**src/rtl/mp3_pkg.sv**
```systemverilog
// Shared types and constants for the MP3 frame-sync stage: FSM states,
// decoded header fields and the frame-length table.
package mp3_pkg;

   typedef enum logic [2:0] {
      ST_HUNT    = 3'd0,
      ST_SYNC2   = 3'd1,
      ST_HDR3    = 3'd2,
      ST_HDR4    = 3'd3,
      ST_PAYLOAD = 3'd4
   } sync_state_t;

   typedef struct packed {
      logic [3:0] bitrate_idx;
      logic [1:0] sr_idx;
      logic       padding;
      logic       crc;
      logic [1:0] mode;
      logic [1:0] mode_ext;
   } mp3_hdr_t;

   localparam logic [7:0] SYNC_BYTE  = 8'hFF;
   localparam logic [6:0] SYNC2_MASK = 7'b1111101;

   // floor(144000*kbps/Hz); columns are 44.1k, 48k, 32k; row 0 is free format
   localparam logic [10:0] FRAME_LEN_TBL [0:14][0:2] = '{
      '{11'd0,    11'd0,   11'd0},
      '{11'd104,  11'd96,  11'd144},
      '{11'd130,  11'd120, 11'd180},
      '{11'd156,  11'd144, 11'd216},
      '{11'd182,  11'd168, 11'd252},
      '{11'd208,  11'd192, 11'd288},
      '{11'd261,  11'd240, 11'd360},
      '{11'd313,  11'd288, 11'd432},
      '{11'd365,  11'd336, 11'd504},
      '{11'd417,  11'd384, 11'd576},
      '{11'd522,  11'd480, 11'd720},
      '{11'd626,  11'd576, 11'd864},
      '{11'd731,  11'd672, 11'd1008},
      '{11'd835,  11'd768, 11'd1152},
      '{11'd1044, 11'd960, 11'd1440}
   };

endpackage

```
**src/rtl/mp3_frame_len_lut.sv**
```systemverilog
// Combinational frame length lookup: table value plus the padding byte.
module mp3_frame_len_lut
   import mp3_pkg::*;
(
   input  logic [3:0]  bitrate_idx,
   input  logic [1:0]  sr_idx,
   input  logic        padding,
   output logic [10:0] frame_len
);

   always_comb begin
      frame_len = '0;
      if (bitrate_idx != 4'd15 && sr_idx != 2'd3)
         frame_len = FRAME_LEN_TBL[bitrate_idx][sr_idx] + {10'd0, padding};
   end

endmodule

```
**src/rtl/mp3_frame_sync.sv**
```systemverilog
// MPEG-1 Layer III frame sync: hunts for the header, decodes it, and forwards
// the frame bytes with first/last markers.
module mp3_frame_sync
   import mp3_pkg::*;
#(
   parameter bit PASS_HEADER = 1'b0
) (
   input  logic        clk,
   input  logic        rst,
   input  logic [7:0]  axiid,
   input  logic        axiiv,
   output logic [7:0]  axiod,
   output logic        axiov,
   output logic        axiofirst,
   output logic        axiolast,
   output logic        hdr_valid,
   output logic [3:0]  hdr_bitrate_idx,
   output logic [1:0]  hdr_sr_idx,
   output logic        hdr_padding,
   output logic        hdr_crc,
   output logic [1:0]  hdr_mode,
   output logic [1:0]  hdr_mode_ext,
   output logic [10:0] frame_len,
   output logic        hdr_err,
   output logic [15:0] frame_count,
   output logic        locked
);

   sync_state_t state;
   mp3_hdr_t    work, hdr, nxt_hdr;
   logic [10:0] remaining, lut_len;
   logic [7:0]  hold1, hold2;
   logic [7:0]  q_data [3];
   logic [7:0]  q_nxt_data [3];
   logic [2:0]  q_last, q_nxt_last;
   logic [1:0]  q_cnt, q_nxt_cnt;
   logic        first_pend;
   logic        fwd, fwd_last, accept, hdr3_bad;
   logic        out_v, out_first, out_last;
   logic [7:0]  out_d;

   mp3_frame_len_lut u_lut (
      .bitrate_idx (work.bitrate_idx),
      .sr_idx      (work.sr_idx),
      .padding     (work.padding),
      .frame_len   (lut_len)
   );

   assign fwd      = axiiv && (state == ST_PAYLOAD);
   assign fwd_last = (remaining == 11'd1);
   assign accept   = axiiv && (state == ST_HDR4);
   assign hdr3_bad = (axiid[7:4] == 4'd0) || (axiid[7:4] == 4'd15) || (axiid[3:2] == 2'd3);

   always_comb begin
      nxt_hdr          = work;
      nxt_hdr.mode     = axiid[7:6];
      nxt_hdr.mode_ext = axiid[5:4];
   end

   // Output byte selection. The queue only fills with PASS_HEADER: the held
   // header bytes drain one per cycle and later input bytes queue behind them.
   always_comb begin
      q_nxt_data = q_data;
      q_nxt_last = q_last;
      q_nxt_cnt  = q_cnt;
      out_v      = 1'b0;
      out_d      = 8'h00;
      out_first  = 1'b0;
      out_last   = 1'b0;
      if (PASS_HEADER && accept) begin
         out_v         = 1'b1;
         out_d         = SYNC_BYTE;
         out_first     = 1'b1;
         q_nxt_data[0] = hold1;
         q_nxt_data[1] = hold2;
         q_nxt_data[2] = axiid;
         q_nxt_last    = 3'b000;
         q_nxt_cnt     = 2'd3;
      end else begin
         if (q_cnt != 2'd0) begin
            out_v         = 1'b1;
            out_d         = q_data[0];
            out_last      = q_last[0];
            q_nxt_data[0] = q_data[1];
            q_nxt_data[1] = q_data[2];
            q_nxt_last    = {1'b0, q_last[2:1]};
            q_nxt_cnt     = q_cnt - 2'd1;
         end
         if (fwd) begin
            if (q_cnt == 2'd0) begin
               out_v     = 1'b1;
               out_d     = axiid;
               out_last  = fwd_last;
               out_first = !PASS_HEADER && first_pend;
            end else begin
               case (q_nxt_cnt)
                  2'd0:    begin q_nxt_data[0] = axiid; q_nxt_last[0] = fwd_last; end
                  2'd1:    begin q_nxt_data[1] = axiid; q_nxt_last[1] = fwd_last; end
                  default: begin q_nxt_data[2] = axiid; q_nxt_last[2] = fwd_last; end
               endcase
               q_nxt_cnt = q_nxt_cnt + 2'd1;
            end
         end
      end
   end

   always_ff @(posedge clk) begin
      if (rst) begin
         state       <= ST_HUNT;
         work        <= '0;
         hdr         <= '0;
         remaining   <= '0;
         hold1       <= '0;
         hold2       <= '0;
         q_data      <= '{default: 8'h00};
         q_last      <= '0;
         q_cnt       <= '0;
         first_pend  <= 1'b0;
         axiod       <= '0;
         axiov       <= 1'b0;
         axiofirst   <= 1'b0;
         axiolast    <= 1'b0;
         hdr_valid   <= 1'b0;
         hdr_err     <= 1'b0;
         frame_len   <= '0;
         frame_count <= '0;
         locked      <= 1'b0;
      end else begin
         q_data    <= q_nxt_data;
         q_last    <= q_nxt_last;
         q_cnt     <= q_nxt_cnt;
         axiod     <= out_d;
         axiov     <= out_v;
         axiofirst <= out_first;
         axiolast  <= out_last;
         hdr_valid <= 1'b0;
         hdr_err   <= 1'b0;
         if (axiiv) begin
            case (state)
               ST_HUNT: if (axiid == SYNC_BYTE) state <= ST_SYNC2;
               ST_SYNC2: begin
                  if (axiid[7:1] == SYNC2_MASK) begin
                     work.crc <= ~axiid[0];
                     hold1    <= axiid;
                     state    <= ST_HDR3;
                  end else if (axiid != SYNC_BYTE) begin
                     state <= ST_HUNT;
                  end
               end
               ST_HDR3: begin
                  work.bitrate_idx <= axiid[7:4];
                  work.sr_idx      <= axiid[3:2];
                  work.padding     <= axiid[1];
                  hold2            <= axiid;
                  if (hdr3_bad) begin
                     hdr_err <= 1'b1;
                     state   <= ST_HUNT;
                  end else begin
                     state <= ST_HDR4;
                  end
               end
               ST_HDR4: begin
                  hdr         <= nxt_hdr;
                  frame_len   <= lut_len;
                  remaining   <= lut_len - 11'd4;
                  frame_count <= frame_count + 16'd1;
                  hdr_valid   <= 1'b1;
                  locked      <= 1'b1;
                  first_pend  <= 1'b1;
                  state       <= ST_PAYLOAD;
               end
               ST_PAYLOAD: begin
                  remaining  <= remaining - 11'd1;
                  first_pend <= 1'b0;
                  if (fwd_last) begin
                     locked <= 1'b0;
                     state  <= ST_HUNT;
                  end
               end
               default: state <= ST_HUNT;
            endcase
         end
      end
   end

   assign hdr_bitrate_idx = hdr.bitrate_idx;
   assign hdr_sr_idx      = hdr.sr_idx;
   assign hdr_padding     = hdr.padding;
   assign hdr_crc         = hdr.crc;
   assign hdr_mode        = hdr.mode;
   assign hdr_mode_ext    = hdr.mode_ext;

endmodule

```
**config.mk**
```make
export PLATFORM = sky130hd
export DESIGN_NAME = mp3_frame_sync
export DESIGN_NICKNAME = d
export VERILOG_FILES = /design/src/rtl/mp3_pkg.sv /design/src/rtl/mp3_frame_len_lut.sv /design/src/rtl/mp3_frame_sync.sv
export SDC_FILE = /design/constraint.sdc
export NUM_CORES = 1
export LEC_CHECK = 0
export CORE_MARGIN = 4
export CORE_UTILIZATION = 45
export DETAILED_ROUTE_END_ITERATION = 12
export PLACE_DENSITY = 0.66
export SETUP_SLACK_MARGIN = 0.2
export SYNTH_ARGS = -nofsm -noshare
export SYNTH_HDL_FRONTEND = slang
export SYNTH_SLANG_ARGS = --single-unit
```
**constraint.sdc**
```tcl
create_clock -name clk -period 4.4 [get_ports clk]
set_input_delay 0.66 -clock clk [delete_from_list [all_inputs] [get_ports clk]]
set_output_delay 0.66 -clock clk [all_outputs]
set_load 0.01 [all_outputs]
```
---- Word-level counts from Yosys, hierarchy flattened ----
Memories as Yosys holds them, arrays and structs flattened.
Index checks and enable logic that the tools add are counted.
storage, ports and cells
  bits in read-only memories .............. 528
  flip-flop bits (word level) ............. 105
  memory bits (writable) .................. 0
  memories ................................ 1
  bits in latches ......................... 0
memory list
  name             depth  width  read ports  clocked after Yosys merged registers in  write ports  line                     RTL
  (no name shown)  16     33     1           0                                        0            mp3_frame_len_lut.sv:14  frame_len = FRAME_LEN_TBL[bitrate_idx][sr_idx] + {10'd0, padding};
cells by class
  reduce and logical (&&, ||, !) cells .... 21
  shift-type cells ........................ 0
  equality and inequality tests ........... 16
  magnitude comparators ................... 2
  divide/modulo/power cells ............... 0
  bitwise operators ....................... 8
  mux-type cells .......................... 42
  add/sub/neg operators ................... 6
  $mul .................................... 0
operators by type and width
  operator                                                                count
  33-bit two-way mux                                                      2
  24-bit two-way mux                                                      2
  8-bit two-way mux                                                       6
  11-bit two-way mux                                                      3
  11-bit binary-select mux with 2-bit select                              1
  11-bit one-hot mux with 2 select lines                                  1
  3-bit two-way mux                                                       7
  16-bit by 1-bit adder with 16-bit output, second input constant         1
  16-bit two-way mux                                                      1
  3-bit one-hot mux with 5 select lines                                   1
  1-bit two-way mux                                                       12
  11-bit by 1-bit adder with 11-bit output                                1
  11-bit by 1-bit equality test with 1-bit output, second input constant  1
  11-bit by 1-bit subtractor with 11-bit output, second input constant    1
  11-bit by 3-bit subtractor with 11-bit output, second input constant    1
  3-bit AND reduction                                                     3
  8-bit equality test, second input constant                              1
  2-bit two-way mux                                                       4
  8-bit inequality test, second input constant                            1
  7-bit equality test, second input constant                              1
  3-bit by 2-bit equality test with 1-bit output, second input constant   2
  2-bit inequality test, second input constant                            3
  1-bit NOT                                                               6
  2-bit AND reduction                                                     3
  23 further kinds                                                        30

---- Depth between registers and ports, before layout ----
Gate-level depths: netlist of run 1.
  depth in word-level cells ............... 11
  depth in mapped cells ................... 15

---- Modules after synthesis ----
A second synthesis of run 1 with hierarchy kept.
second synthesis, totals
  cells, all modules ...................... 736
  area total of the unflattened synthesis .. 5,675.4 um^2
modules (own cells, without submodules)
  module             cells an instance  sequential area each (um^2)  area an instance (um^2)  times used
  mp3_frame_sync     586                2,102.0                      4,586.9                  1
  mp3_frame_len_lut  150                0.0                          1,088.5                  1

---- Worst setup path after synthesis of run 1 ----
OpenSTA, ideal clock, no wires.
  kind .................................... register to register
  from .................................... register nxt_hdr[8] (netlist name)
  to ...................................... register remaining[10]
  arrival time ............................ 3.159 ns
  slack ................................... 1.110 ns
  stages on the path, launching flop included .. 12
  data required time ...................... 4.269 ns
  buffers on the path ..................... 0
  cells stage by stage .................... dfxtp_1 -> inv_1 -> ha_1 -> nand2b_1 -> a221oi_1 -> or4_1 -> a211o_1 -> nor4_1 -> mux2_2 -> nor4b_2 -> xnor2_1 -> o22ai_1
on the way
  cells in the longest elaborated chain, start to end .. 11
  elaborated cells between the ends (all ways) .. 13
  those cells by class .................... 2 x add/sub; 1 x eq/ne; 7 x mux; 1 x bitwise; 1 x reduce/logical; 1 x memory
ends and longest elaborated chain
  item                                                    line                     RTL
  4-bit NOT with 5-bit output (implied by the code)       mp3_frame_len_lut.sv:14
  memory 16 x 33 bit                                      -
  33-bit two-way mux (implied by the code) (2 in series)  mp3_frame_len_lut.sv:14
  11-bit binary-select mux with 2-bit select              mp3_frame_len_lut.sv:14
  11-bit two-way mux (implied by the code) (2 in series)  mp3_frame_len_lut.sv:14
  11-bit by 1-bit adder with 11-bit output                mp3_frame_len_lut.sv:14
  11-bit two-way mux *                                    mp3_frame_len_lut.sv:13  if (bitrate_idx != 4'd15 && sr_idx != 2'd3)
  11-bit by 3-bit subtractor with 11-bit output *         mp3_frame_sync.sv:165    remaining <= lut_len - 11'd4;
  11-bit one-hot mux with 2 select lines *                mp3_frame_sync.sv:139    case (state)
  end signal, assigned                                    mp3_frame_sync.sv:165
  end signal, assigned                                    mp3_frame_sync.sv:173    remaining <= remaining - 11'd1;
  end, declared                                           mp3_frame_sync.sv:31     logic [10:0] remaining, lut_len;
Mark *: on every way between the ends. The rest lies on a longest branch, timed or not. The select of a mux whose other input is x is not followed.
A chain may end at the register's enable or synchronous reset.

---- Worst setup path in the final report of run 1 ----
  from .................................... register nxt_hdr[11] (netlist name)
  to ...................................... register remaining[10]
on the way
  cells in the longest elaborated chain, start to end .. 11
  elaborated cells between the ends (all ways) .. 13
  those cells by class .................... 2 x add/sub; 1 x eq/ne; 7 x mux; 1 x bitwise; 1 x reduce/logical; 1 x memory
ends and longest elaborated chain
  item                                                    line
  4-bit NOT with 5-bit output (implied by the code)       mp3_frame_len_lut.sv:14
  memory 16 x 33 bit                                      -
  33-bit two-way mux (implied by the code) (2 in series)  mp3_frame_len_lut.sv:14
  11-bit binary-select mux with 2-bit select              mp3_frame_len_lut.sv:14
  11-bit two-way mux (implied by the code) (2 in series)  mp3_frame_len_lut.sv:14
  11-bit by 1-bit adder with 11-bit output                mp3_frame_len_lut.sv:14
  11-bit two-way mux *                                    mp3_frame_len_lut.sv:13
  11-bit by 3-bit subtractor with 11-bit output *         mp3_frame_sync.sv:165
  11-bit one-hot mux with 2 select lines *                mp3_frame_sync.sv:139
Marks and branches as above.

==> results of run 1 <==
-- cell usage after synthesis (3+ instances only) --
master and instances:
nor4_1 8, a22oi_1 3, and2_1 4, inv_1 12, a211oi_1 13, or2_2 3
mux2i_1 14, nand2_1 118, nor2_1 86, nand4_1 4, nor2b_1 7, a211o_1 3
nand3_1 36, ha_1 18, and3_1 5, a21oi_1 69, buf_1 4, buf_2 3
clkbuf_1 42, o31a_1 3, a311oi_1 12, xor2_1 17, a31oi_1 3, dfxtp_1 105
o21ai_0 17, nor3_1 14, and4_1 3, xnor2_1 10, o211ai_1 6, o22ai_1 5
nand2b_1 10
-- registers in the layout, indices dropped and copies added (netlist names), named ones only --
name and flops:
state 3, hdr_sr_idx 2, remaining 11, frame_len 11, axiov 1, hdr_valid 1
first_pend 1, hdr_mode_ext 2, frame_count 16, q_data 24, hdr_err 1, nxt_hdr 8
hdr_crc 1, q_last 2, hdr_bitrate_idx 4, locked 1, axiolast 1, axiod 8
hdr_mode 2, hdr_padding 1, axiofirst 1, q_cnt 2
-- worst max-delay path: cells and delay by family, from the launching register on --
family / cells / cell delay [ns]
AO/OA/AOI/OAI: 3 / 0.67
XOR/XNOR: 1 / 0.15
flip-flops: 1 / 0.81
AND/OR/NAND/NOR: 3 / 1.05
multiplexers: 2 / 0.78
-- per-layer routing --
layer | vias up | global-route usage | routed length [um]
li1 | 2512 | - | -
met1 | 2306 | 0.285 | 6610
met2 | 146 | 0.283 | 5870
met3 | 25 | 0.0423 | 777
met4 | 0 | 0.0718 | 284
met5 | - | 0 | 0
-- worst min-delay path by stage --
stage,end
4_1_cts,axiod[2]
3_5_place_dp,axiod[2]
6_report,axiod[2]
3_3_place_gp,axiod[6]
5_1_grt,axiod[2]
2_1_floorplan,hdr_crc
-- area by class of cell --
type	instances	area [um^2]
Clock inverter	6	73.8
Inverter	13	48.8
Fill cell	1117	5250
Clock buffer	10	229
Sequential cell	105	2100
Tap cell	143	179
Timing Repair Buffer	72	696
Multi-Input combinational cell	530	3080
-- power breakdown --
group / switching [W] / internal [W] / total, W / leakage, nW
combinational: 0.0000284 / 0.0000103 / 0.0000387 / 1.21
sequential: 0.000000130 / 0.000949 / 0.000950 / 0.845
clock: 0.000369 / 0.000451 / 0.000820 / 0.147
total: 0.000398 / 0.00141 / 0.00181 / 2.20
-- kinds of logic after synthesis --
| group | after synthesis | synth area share |
|---|---|---|
| fa+ha+maj | 18 | 0.0413 |
| mux | 19 | 0.0408 |
| compound gates | 156 | 0.183 |
| flops | 105 | 0.385 |
| xor+xnor | 27 | 0.0433 |
| buf+inv | 66 | 0.0498 |
| simple gates | 310 | 0.256 |
-- stage by stage --
step	cells	hold slack (ns)	setup slack, ns	instance area (um^2)	total power (W)
after detailed placement	863	0.443	0.859	6110	0.00101
final	879	0.457	0.789	6410	0.00181
after global placement	863	0.442	0.895	6110	0.00101
after global routing	879	0.465	0.353	6410	0.00188
after CTS	879	0.455	0.825	6410	0.00183
after floorplan	701	0.431	1.11	5460	0.000994
==> metrics.txt, run 1 <==
area added between synthesis and finish 17.5%; Synthesized Nets 730; Antenna Cells 0; R2R Path End remaining[10]; CP cell instances mux2_4 -> o221a_1 -> or4_1 -> a211o_1 -> nor4_1 -> mux2_2 -> nor4b_2 -> xnor2_1 -> o22ai_1; clock skew 0.00994 ns; post-synth top area share 0.385; Resized cells post-CTS 0; top cells by area, synth dfxtp_1 (39%), nand2_1 (8.1%), a21oi_1 (6.3%), nor2_1 (5.9%), ha_1 (4.1%); # clock sinks 105; kind of critical path reg2reg; largest area contributor in the netlist dfxtp_1; min-delay src q_data[18]; vias in the first global route 4609; Worst Hold Class reg2reg; Hold Fails Final Rpt 0; Pleak 2.20 nW; Main synth FF type dfxtp_1; # hold bufs at CTS 0; max-slew violations 0; worst slew pin tran 1.05 ns; CORE AREA 11700 um^2; DIE WIDTH 118 um; DR pass1 iterations 5; initial antenna violation count 0; Root Driver clkbuf_16; synthesized instance count 701; VDD IR max 205 uV; setup_tns 0 ns; Initial Util 0.468; Tmin final 3.61 ns; Peak Freq 0.277 GHz; Clock Latency Late Sink 0.35 ns; commonest non-fill, non-tap cell in the layout nand2_1; Slowest Stage Delay on Critical Path 0.81 ns; H-tree depth 3; Finished Core Util 0.550; RSZ-0062 raised after global routing false; DR iter-0 viols 402; layout cells sized above 1 0.0516; clk slew on worst S/H paths 0.07 ns; Worst Setup EP remaining[10]; max_slew headroom 0.300; Wirelength per Cell 15.4 um; IO Pins 64; period utilization 0.821; Die Y 118 um; GRT overflow 0; pwr/cell area 282 nW/um^2; worst endpoint required time 4.60 ns; CP max-delay cell dfxtp_1; first-pass GRT wire length 23.0 mm; Async S/R FF share, synth 0; register-to-register setup slack 0.79 ns; Core Rows 39; hold depth 2; commonest non-fill, non-tap cells in the layout nand2_1 (118), dfxtp_1 (105), nor2_1 (86); pin count of the biggest net entering global routing 106; post-synth cell types 64; Post-synth EDFFs 0; Max clock buf depth 2; Crit Path Max Fanout 19; crit path launch type register; CP Launch Point nxt_hdr[11]; hpwl dp 9.40 mm; post-synthesis sequential area ratio 0.385; Mean Syn Cell Area 7.78 um^2; MaxCap Viol Count 0; RR Startpoint nxt_hdr[11]; post-route ant nets 0; Setup Viol. Count Final 0; Residual DRC 0; Setup Buffers After CTS 0; number of buffers added on ports 63; GRT Overall Usage 0.195; Num CTS Buffers 9; count of state elements after synthesis 105; crit path DAT 3.81 ns; nets 760; outcome completed; Die Area 14000 um^2; post-DR vias/cell 5.68; vias 4989; CTS tree built; Syn. warnings 0; Mapped Area 5460 um^2; Worst Setup End Kind register; total wire length 13.5 mm; reg2reg path depth 9; gpl congestion 0.917
No activity file was read; power rests on OpenSTA's default activity.
==> run 2: changes to the inputs <==
Clock period 4.4 ns to 3.6 ns, I/O delays scaled along.
==> run 2 against run 1 <==
  * Sequential power grew 22%
  * Register-to-register slack lost 0.44 ns
  * Wire length grew 6.8%
==> metrics.txt, run 2 (synthesis gave the netlist of run 1 again) <==
outcome completed; area added between synthesis and finish 21.3%; H-tree depth 3; pre-CTS WS 0.185 ns; Crit Path Max Fanout 7; setup_tns 0 ns; sw frac 0.215; pin count of the biggest net entering global routing 80; total wire length 14.5 mm; IO Pins 64; # hold bufs at CTS 0; clk slew on worst S/H paths 0.07 ns; Residual DRC 0; commonest non-fill, non-tap cell in the layout nand2_1; Slowest Stage Delay on Critical Path 0.56 ns; Max clock buf depth 2; Setup Buffers After CTS 0; Root Driver clkbuf_16; worst endpoint required time 3.82 ns; initial antenna violation count 0; Tmin final 3.25 ns; DR pass1 iterations 5; # clock sinks 105; Worst Setup End Kind register; GRT Overall Usage 0.208; CP max-delay cell or4_1; Top delay family on crit path simple AND/OR/NAND/NOR gates; Pleak 2.30 nW; Hold Fails Final Rpt 0; CP cell instances inv_2 -> ha_2 -> mux2i_1 -> o211a_1 -> or4_1 -> a211o_1 -> nor4_2 -> mux2_4 -> nor4b_2 -> xnor2_1 -> o22ai_1; max_slew headroom 0.467; Hold Slack 0.455 ns; kind of critical path reg2reg; fin area 6620 um^2; post-DR vias/cell 5.60; Psw 0.000494 W; Antenna Cells 0; gpl congestion 0.942; crit path launch type register; Wirelength per Cell 16.2 um; CTS tree built; Comb pwr share 0.022; buffers plus inverters on the worst setup path 1; Core Rows 39; MaxCap Viol Count 0; DIE WIDTH 118 um; post-route ant nets 0; Sequential Power Share 0.504; CORE AREA 11700 um^2; Initial Util 0.468; worst slew pin tran 0.800 ns; Setup Viol. Count Final 0; Worst Hold Class reg2reg; nets 777; commonest non-fill, non-tap cells in the layout nand2_1 (118), dfxtp_1 (103), nor2_1 (85); crit path DAT 3.47 ns; period utilization 0.903; DP Area 6240 um^2; clock skew 0.00887 ns; pwr/cell area 348 nW/um^2; Int Pwr 0.00181 W; number of buffers added on ports 63; first-pass GRT wire length 23.9 mm; Total Power 0.00230 W; max-slew violations 0; Biggest register q_data; vias in the first global route 4713; Num CTS Buffers 9; RSZ-0062 raised after global routing true; setup slack after layout 0.349 ns; max reg flops 24; Die Y 118 um; layout cells sized above 1 0.0904; hpwl dp 10.1 mm; VDD IR max 326 uV; Clk pwr share 0.473; Die Area 14000 um^2; vias 5015; GRT overflow 0; Clock Latency Late Sink 0.36 ns; DR iter-0 viols 418; Peak Freq 0.308 GHz; Regs by FF count q_data x24, frame_count x16
run 2: cell count changes in the layout (fill, tap and decap cells not counted), sizes merged:
| cell | previous run | this run |
|---|---|---|
| buf | 10 | 27 |
| bufinv | 1 | 2 |
| clkinv | 1 | 0 |
| inv | 16 | 15 |
run 2: worst register-to-register path, cell delays in order, from the launching register on:
cell,delay (ns)
dfxtp_1,0.33
inv_2,0.12
ha_2,0.25
mux2i_1,0.09
o211a_1,0.23
or4_1,0.56
a211o_1,0.35
nor4_2,0.30
mux2_4,0.37
nor4b_2,0.27
xnor2_1,0.15
o22ai_1,0.09
run 2: worst paths after layout:
path	from	endpoint	slack (ns)	cells past startpoint
worst max-delay path	nxt_hdr[8]	remaining[10]	0.35	11
worst min-delay path	q_data[17]	axiod[1]	0.46	2
worst min register to register	q_data[17]	axiod[1]	0.46	2
worst max register to register	nxt_hdr[8]	remaining[10]	0.35	11
run 2: per-stage QoR:
stage               instances  utilization
floorplan                 701            -
global placement          880        0.535
detailed placement        880        0.535
CTS                       895        0.563
global route              895        0.568
finish                    895        0.568
run 2: what timing repair did:
item                       CTS  global route
resized for setup            2            15
setup endpoints to repair    2             7
gates cloned                 0             0
run 2: routing by layer:
metal / share of wire / up-vias / GRT usage
met5: 0 / - / 0
met4: 0.014 / 0 / 0.0689
met3: 0.043 / 14 / 0.0452
met2: 0.45 / 108 / 0.327
met1: 0.49 / 2360 / 0.283
li1: - / 2533 / -
run 2: layout make-up:
type                    count  area, um^2
clock inverters             5        87.6
flip-flops and latches    105        2100
well taps                 143         179
clock buffers              10         239
fillers                  1113        5040
multi-input cells         530        3130
inverters                  13        48.8
repair buffers             89         827
run 2: power groups by stage:
| stage | logic, W | clock network (W) | registers (W) |
|---|---|---|---|
| after detailed placement | 0.0000509 | 0 | 0.00119 |
| after global placement | 0.0000506 | 0 | 0.00119 |
| final | 0.0000518 | 0.00109 | 0.00116 |
| after CTS | 0.0000514 | 0.00111 | 0.00116 |
| after floorplan | 0.0000274 | 0 | 0.00119 |
| after global routing | 0.0000550 | 0.00115 | 0.00116 |
==> run 3: changes to the inputs <==
Settings changed: CORE_MARGIN 4 to default.
==> run 3 against run 2 <==
  * The run now ends with design-rule violations left
  * Critical path type unchanged
  * Count of clock-buffer cells in the layout increased by 1
  * Core utilization decreased by 0.063 points
  * Sequential power about the same
  * First-iteration DRC count decreased by 21%
  * Clock power decreased by 8%
  * Critical path depth decreased by 2
  * Total power decreased by 3.9%
  * Flip-flop and latch count unchanged
  * Global-route usage increased by 2.7 points
==> metrics.txt, run 3 (synthesis gave the netlist of run 1 again) <==
outcome finished, violations left; failing checks design-rule violations; total wire length 14.5 mm; period utilization 0.916; max-slew violations 0; max reg flops 24; Num CTS Buffers 9; vias in the first global route 4561; vias 5070; GRT met2 Usage 0.377; Initial Util 0.470; Regs by FF count q_data x24, frame_count x16; commonest non-fill, non-tap cell in the layout nand2_1; Setup Buffers After CTS 0; non-filler cells, final 898; Biggest register q_data; worst endpoint required time 3.81 ns; # clock sinks 105; reg2reg path depth 9; H-tree depth 3; Residual DRC 1; DIE WIDTH 112 um; initial antenna violation count 0; Hold Fails Final Rpt 0; nets 780; commonest non-fill, non-tap cells in the layout nand2_1 (118), dfxtp_1 (103), nor2_1 (85); Crit Path Max Fanout 12; first-pass GRT wire length 23.6 mm; Antenna Cells 0; VDD IR max 345 uV; DR iter-0 viols 331; met3 Resource Use GR 0.0556; Hold Path End axiod[3]; min-delay src q_data[19]; CTS tree built; setup_tns 0 ns; number of buffers added on ports 63; GRT Overall Usage 0.235; hold depth 2; Peak Freq 0.303 GHz; worst slew pin tran 0.828 ns; post-route ant nets 0; clk slew on worst S/H paths 0.07 ns; GRT overflow 0; Placed Instances 883; # hold bufs at CTS 0; pwr/cell area 336 nW/um^2; MaxCap Viol Count 0; layout cells sized above 1 0.0874; pre-CTS WS 0.106 ns; area added between synthesis and finish 20.7%; Worst Hold Class reg2reg; Clock Latency Late Sink 0.35 ns; clock skew 0.00877 ns; DR pass1 iterations 11; Worst Setup End Kind register; Setup Viol. Count Final 0; RSZ-0062 raised after global routing true; post-DR vias/cell 5.65; hpwl dp 10.1 mm; RR Startpoint nxt_hdr[7]; IO Pins 64; met1 Usage GRT 0.318; pin count of the biggest net entering global routing 76; Die Area 12600 um^2; Tmin final 3.30 ns; Hold Slack 0.454 ns; Root Driver clkbuf_16; R2R Path End remaining[10]; setup slack after layout 0.303 ns; Filler cells 1076; max_slew headroom 0.443; Pleak 2.31 nW; Wirelength per Cell 16.1 um; Die Y 112 um; crit path launch type register; CORE AREA 11600 um^2; Max clock buf depth 2; Total Power 0.00221 W; gpl congestion 0.881; register-to-register setup slack 0.30 ns; crit path DAT 3.50 ns; kind of critical path reg2reg; global route hottest layer met2; Core Rows 39
==> run 3: through the flow <==
stage,area (um^2),utilization
after global routing,6590,0.567
final,6590,0.567
after global placement,6260,0.539
after floorplan,5460,-
after CTS,6570,0.566
after detailed placement,6260,0.539
==> run 3: area by class of cell <==
class | instances | area, um^2 | area share
clock buffers | 11 | 253 | 0.0384
clock inverters | 4 | 52.6 | 0.00798
inverters | 13 | 48.8 | 0.00741
multi-input cells | 530 | 3100 | 0.471
flip-flops and latches | 105 | 2100 | 0.320
well taps | 143 | 179 | 0.0272
repair buffers | 92 | 846 | 0.128
==> run 3: worst max-delay path by stage <==
stage / slack (ns) / end / cells past startpoint / from
6_report: 0.30 / remaining[10] / 9 / nxt_hdr[7]
4_1_cts: 0.21 / remaining[10] / 11 / nxt_hdr[8]
5_1_grt: 0.17 / remaining[10] / 11 / nxt_hdr[9]
3_3_place_gp: 0.27 / remaining[10] / 11 / nxt_hdr[9]
3_5_place_dp: 0.11 / remaining[10] / 12 / nxt_hdr[10]
2_1_floorplan: 0.31 / remaining[10] / 11 / nxt_hdr[8]
==> run 3: worst max-delay path: stages, from the launching register on <==
cell and delay (ns):
dfxtp_1 0.64, nand2_1 0.20, a211o_1 0.32, a311o_1 0.44, a211o_1 0.32, nor4_2 0.28
mux2_2 0.42, nor4b_2 0.26, xnor2_1 0.17, o22ai_1 0.10
==> run 3: report_power, final <==
part           internal, W  total (W)  leakage (nW)  switching (W)
combinational    0.0000169  0.0000532          1.31      0.0000364
sequential         0.00116    0.00116         0.846    0.000000166
clock             0.000574   0.000998         0.152       0.000424
total              0.00175    0.00221          2.31       0.000460
==> run 3: repair_timing <==
item                                    in CTS  in global routing
resized for setup                            4                  5
pin swaps                                    0                  0
endpoints found under the setup margin       3                  4
==> run 3: layer usage <==
layer / part of all wire / routed length [um]
met1: 0.48 / 6960
met2: 0.46 / 6620
met3: 0.048 / 690
met4: 0.012 / 179
met5: 0 / 0
==> RTL edit 1 (flow settings as in run 2) <==
Register the input `axiiv` before use, with the module's reset. The logic sees it one clock later. The other inputs are not delayed to match.
--- a/src/rtl/mp3_frame_sync.sv
+++ b/src/rtl/mp3_frame_sync.sv
@@ -26,6 +26,16 @@
    output logic        locked
 );
 
+   logic axiiv_q;
+
+   always_ff @(posedge clk) begin
+      if (rst) begin
+         axiiv_q <= '0;
+      end else begin
+         axiiv_q <= axiiv;
+      end
+   end
+
    sync_state_t state;
    mp3_hdr_t    work, hdr, nxt_hdr;
    logic [10:0] remaining, lut_len;
@@ -46,9 +56,9 @@
       .frame_len   (lut_len)
    );
 
-   assign fwd      = axiiv && (state == ST_PAYLOAD);
+   assign fwd      = axiiv_q && (state == ST_PAYLOAD);
    assign fwd_last = (remaining == 11'd1);
-   assign accept   = axiiv && (state == ST_HDR4);
+   assign accept   = axiiv_q && (state == ST_HDR4);
    assign hdr3_bad = (axiid[7:4] == 4'd0) || (axiid[7:4] == 4'd15) || (axiid[3:2] == 2'd3);
 
    always_comb begin
@@ -135,7 +145,7 @@
          axiolast  <= out_last;
          hdr_valid <= 1'b0;
          hdr_err   <= 1'b0;
-         if (axiiv) begin
+         if (axiiv_q) begin
             case (state)
                ST_HUNT: if (axiid == SYNC_BYTE) state <= ST_SYNC2;
                ST_SYNC2: begin
Function: changed (a bounded check fails within 4 cycles, from zero or initial values and one cycle with rst high).
==> RTL edit 1 against run 2 <==
- non-clock buffer count stayed put
- total power is 2.2% lower
- design area is 5.1% higher
- combinational power is 3% higher
- setup slack worse by 0.029 ns
- sequential cell count is 1 higher
- wire length is 2.9% higher
- area after synthesis is 4.5% higher
- critical path type unchanged
==> RTL edit 1: results (changes against run 2) <==
stage	metric	value	unit	change
place	gp_congestion	0.909		was 0.942
global_routing	first_global_vias	4800		was 4713
layout	multi_input_comb_area	3400	µm²	was 3130 µm²
logic_synthesis	synth_sequential_area_ratio	37.2	%	was 38.5%
timing	fin_worst_skew	0.0112	ns	was 0.00887 ns
critical_path	critical_path_arrival	3.55	ns	was 3.47 ns
layout	area_share_clock_buf_inv	4.39	%	was 4.93%
logic_synthesis	yosys.cell_types.count	70		was 64
run_status	outcome	finished, final reports clean		unchanged
pwr	worst_ir_drop_vdd	0.000233	V	was 0.000326 V
layout	buf_share	12.0	%	was 12.5%
critical_path	critPathTopFamily	compound AO/OA/AOI/OAI gates		was simple AND/OR/NAND/NOR gates
place	dp_hpwl	10200	µm	was 10100 µm
pwr	power.static_leakage	2.38	nW	was 2.30 nW
global_routing	grt.total_usage	20.5	%	was 20.8%
critical_path	critical_path.slowest_cell	or4b_1		was or4_1
layout	post_route_cells_drive_above_1_share	9.82	%	was 9.04%
layout	sequential_cell_area	2130	µm²	was 2100 µm²
global_routing	wire_length_of_the_first_global_routing_pass	24300	µm	was 23900 µm
layout	nNetsFinal	808		was 777
logic_synthesis	number_of_nets_produced_by_synthesis	763		was 730
place	postPlaceCellArea	6490	µm²	was 6240 µm²
logic_synthesis	synth_common_cells	nand2_1, dfxtp_1, nor2_1		unchanged
route	via_count_normalized_by_instance_count	5.59		was 5.60
layout	nonClockInverterCount	16		was 13
route	drt_iter0_drc	474		was 418
clock_network	tritoncts_num_sinks	106		was 105
route	route.detailed.wl_per_inst	15.6	µm	was 16.2 µm
timing	tightest_slew	1.10	ns	was 0.800 ns
layout	register_fraction_of_the_total_cell_area	30.6	%	was 31.8%
[RTL edit 1: timing repair]
action                                  4_1_cts  5_1_grt
hold endpoints to repair                      0        0
buffers inserted                              1        5
pin swaps                                     2        9
hold buffers                                  0        0
resized for setup                             5       22
endpoints found under the setup margin        9        9
[RTL edit 1: logic make-up after synthesis]
kind of cell	share of synthesized area, %
AOI/OAI and AO/OA	19.5
xor gates and xnor gates	3.38
adders and majority gates	3.95
buffers and inverters	5.09
DFF	37.2
muxes	3.77
and+or+nand+nor	27.1
[RTL edit 1: report_power, final]
| part | total (mW) | internal, mW | leakage (nW) | switching (mW) |
|---|---|---|---|---|
| Sequential | 1.17 | 1.17 | 0.856 | 0.00276 |
| Combinational | 0.0533 | 0.0166 | 1.38 | 0.0367 |
| Clock | 1.02 | 0.564 | 0.148 | 0.460 |
[RTL edit 1: layer usage]
layer | vias up | part of all wire [%] | track usage, %
met5 | - | 0 | 0
met1 | 2497 | 49 | 29.1
met4 | 0 | 1.4 | 6.52
met2 | 132 | 45 | 30.7
li1 | 2671 | - | -
met3 | 19 | 4.8 | 4.96
[RTL edit 1: metrics by stage]
step	setup WS [ns]	TNS [ns]	instances
final	0.320	0	952
after global routing	0.151	0	952
after CTS	0.204	0	947
after detailed placement	-0.0175	-0.0175	930
after global placement	0.130	0	930
after floorplan	0.224	0	734
[RTL edit 1: path summary, 6_finish.rpt]
kind                                 start      endpoint  slack [ns]  depth (start not counted)
worst min-delay path             q_last[0]      axiolast        0.45                          2
worst max register to register  nxt_hdr[9]  remaining[9]        0.32                         14
worst max-delay path            nxt_hdr[9]  remaining[9]        0.32                         14
worst min register to register   q_last[0]      axiolast        0.45                          2
==> RTL edit 2 (settings of run 2) <==
Made on the original files. Change the parameter `PASS_HEADER` from 1'b0 to 1'b1.
--- a/src/rtl/mp3_frame_sync.sv
+++ b/src/rtl/mp3_frame_sync.sv
@@ -3,7 +3,7 @@
 module mp3_frame_sync
    import mp3_pkg::*;
 #(
-   parameter bit PASS_HEADER = 1'b0
+   parameter bit PASS_HEADER = 1'b1
 ) (
    input  logic        clk,
    input  logic        rst,
Behaviour: not the same (a bounded check fails within 10 cycles, from zero or initial values and one cycle with rst high).
==> RTL edit 2 against run 2 <==
- count of clock-buffer cells in the layout up 12
- critical path depth down 1
- total power up 34%
- setup slack better by 0.033 ns
- wire length up 19%
- sequential cell count up 8
- design area up 14%
- area after synthesis up 13%
- sequential power up 8%
- fmax up 1.0%
- critical path type unchanged
- largest cell class unchanged
==> RTL edit 2: results (changes against run 2) <==
stage	metric	value	unit	change
logic_synthesis	number_of_nets_produced_by_synthesis	815		was 730
logic_synthesis	yosys.cell_types.count	72		was 64
critical_path	cp_peak_stage_delay	0.54	ns	was 0.56 ns
pwr	power.net_switching	0.611	mW	was 0.494 mW
global_routing	grt.met2_usage	38.0	%	was 32.7%
layout	reg_top3	q_data: 24 flops, frame_count: 16 flops		unchanged
layout	post_route_cells_drive_above_1_share	8.88	%	was 9.04%
critical_path	critical_path_peak_fanout	8		was 7
layout	finished_core_util	56.9	%	was 56.8%
critical_path	worst_r2r_path_depth	10		was 11
route	route.detailed.wl_per_inst	16.9	µm	was 16.2 µm
global_routing	grt_max_degree	86		was 80
route	wl_met3	875	µm	was 617 µm
route	route.vias.total	5996		was 5015
route	m1_wire_length	7550	µm	was 7090 µm
hold_path	hold-path-endpoint	frame_len[5]		was axiod[1]
clock_network	clock_pin_slew_of_the_registers_on_the_worst_case_setup_and_hold_paths	0.05	ns	was 0.07 ns
run_status	outcome	finished, final reports clean		unchanged
place	post-place-cells	989		was 880
hold_path	hold_path.startpoint	frame_len[5]		was q_data[17]
timing	fin_worst_skew	0.00471	ns	was 0.00887 ns
layout	fillers	1244		was 1113
clock_network	cts_max_level	4		was 3
clock_network	cts_repair_resize_count	0		was 2
route	met2_length	8520	µm	was 6560 µm
timing	postLayoutSetupSlackWorst	0.382	ns	was 0.349 ns
logic_synthesis	synth_sequential_area_ratio	36.8	%	was 38.5%
clock_network	cts_made_buffers	17		was 9
global_routing	wire_length_of_the_first_global_routing_pass	28500	µm	was 23900 µm
route	drt_iter0_drc	573		was 418
clock_network	clock_insertion_delay_worst_skew	0.41	ns	was 0.36 ns
critical_path	critical_path_arrival	3.56	ns	was 3.47 ns
place	postPlaceCellArea	6920	µm²	was 6240 µm²
critical_path	critical_path.slowest_cell	a2111oi_0		was or4_1
route	via_count_normalized_by_instance_count	5.87		was 5.60
logic_synthesis	synth.area.top_cells	dfxtp_1, nor2_1, a21oi_1, nand2_1, mux2i_1		was dfxtp_1, nand2_1, a21oi_1, nor2_1, ha_1
timing	fin_worst_hold_slack	0.451	ns	was 0.455 ns
logic_synthesis	synth_common_cells	nor2_1, dfxtp_1, nand2_1		was nand2_1, dfxtp_1, nor2_1
layout	nNetsFinal	861		was 777
place	dp_hpwl	11800	µm	was 10100 µm
pwr	power.static_leakage	2.73	nW	was 2.30 nW
timing	max_slew_margin	36.3	%	was 46.7%
global_routing	grt.met3_usage	4.37	%	was 4.52%
critical_path	reg2reg_from	nxt_hdr[9]		was nxt_hdr[8]
## RTL edit 2: changes by cell type after synthesis, moves of 7 or more
cell      before  now
a211oi_1      13   21
a21oi_1       69   78
a311oi_1      12    3
dfxtp_1      105  113
mux2i_1       14   27
nand2_1      118  102
nand3_1       36   27
nor2_1        86  114
o21ai_0       17   31
o221ai_1       0    9
or3_1          2    9
## RTL edit 2: power groups by stage
stage | Sequential (mW) | Combinational (mW) | Clock (mW)
after global routing | 1.25 | 0.0577 | 1.87
final | 1.25 | 0.0539 | 1.78
after detailed placement | 1.28 | 0.0536 | 0
after global placement | 1.28 | 0.0529 | 0
after floorplan | 1.28 | 0.0271 | 0
after CTS | 1.25 | 0.0536 | 1.81
## RTL edit 2: area by class of cell
| class | count | area share (%) |
|---|---|---|
| inverters | 12 | 0.595 |
| well taps | 176 | 2.91 |
| clock inverters | 10 | 2.07 |
| repair buffers | 86 | 10.8 |
| clock buffers | 22 | 6.26 |
| multi-input cells | 602 | 47.5 |
| flip-flops and latches | 113 | 29.9 |
## RTL edit 2: critical path: cells and delay by family, from the launching register on
family                     cells  cell delay (ns)
DFF                            1             0.32
adders and majority gates      1             0.27
buffers and inverters          1             0.15
AOI/OAI and AO/OA              5             1.41
and+or+nand+nor                2             0.73
muxes                          1             0.27
## RTL edit 2: kinds of logic after synthesis
kind of cell / count (synthesis) / synth area share (%)
AO/OA/AOI/OAI: 201 / 21.7
XOR/XNOR: 20 / 2.85
adder cells (fa/ha/maj): 18 / 3.67
buffers and inverters: 71 / 4.93
flip-flops: 113 / 36.8
multiplexers: 30 / 4.95
AND/OR/NAND/NOR: 333 / 25.1
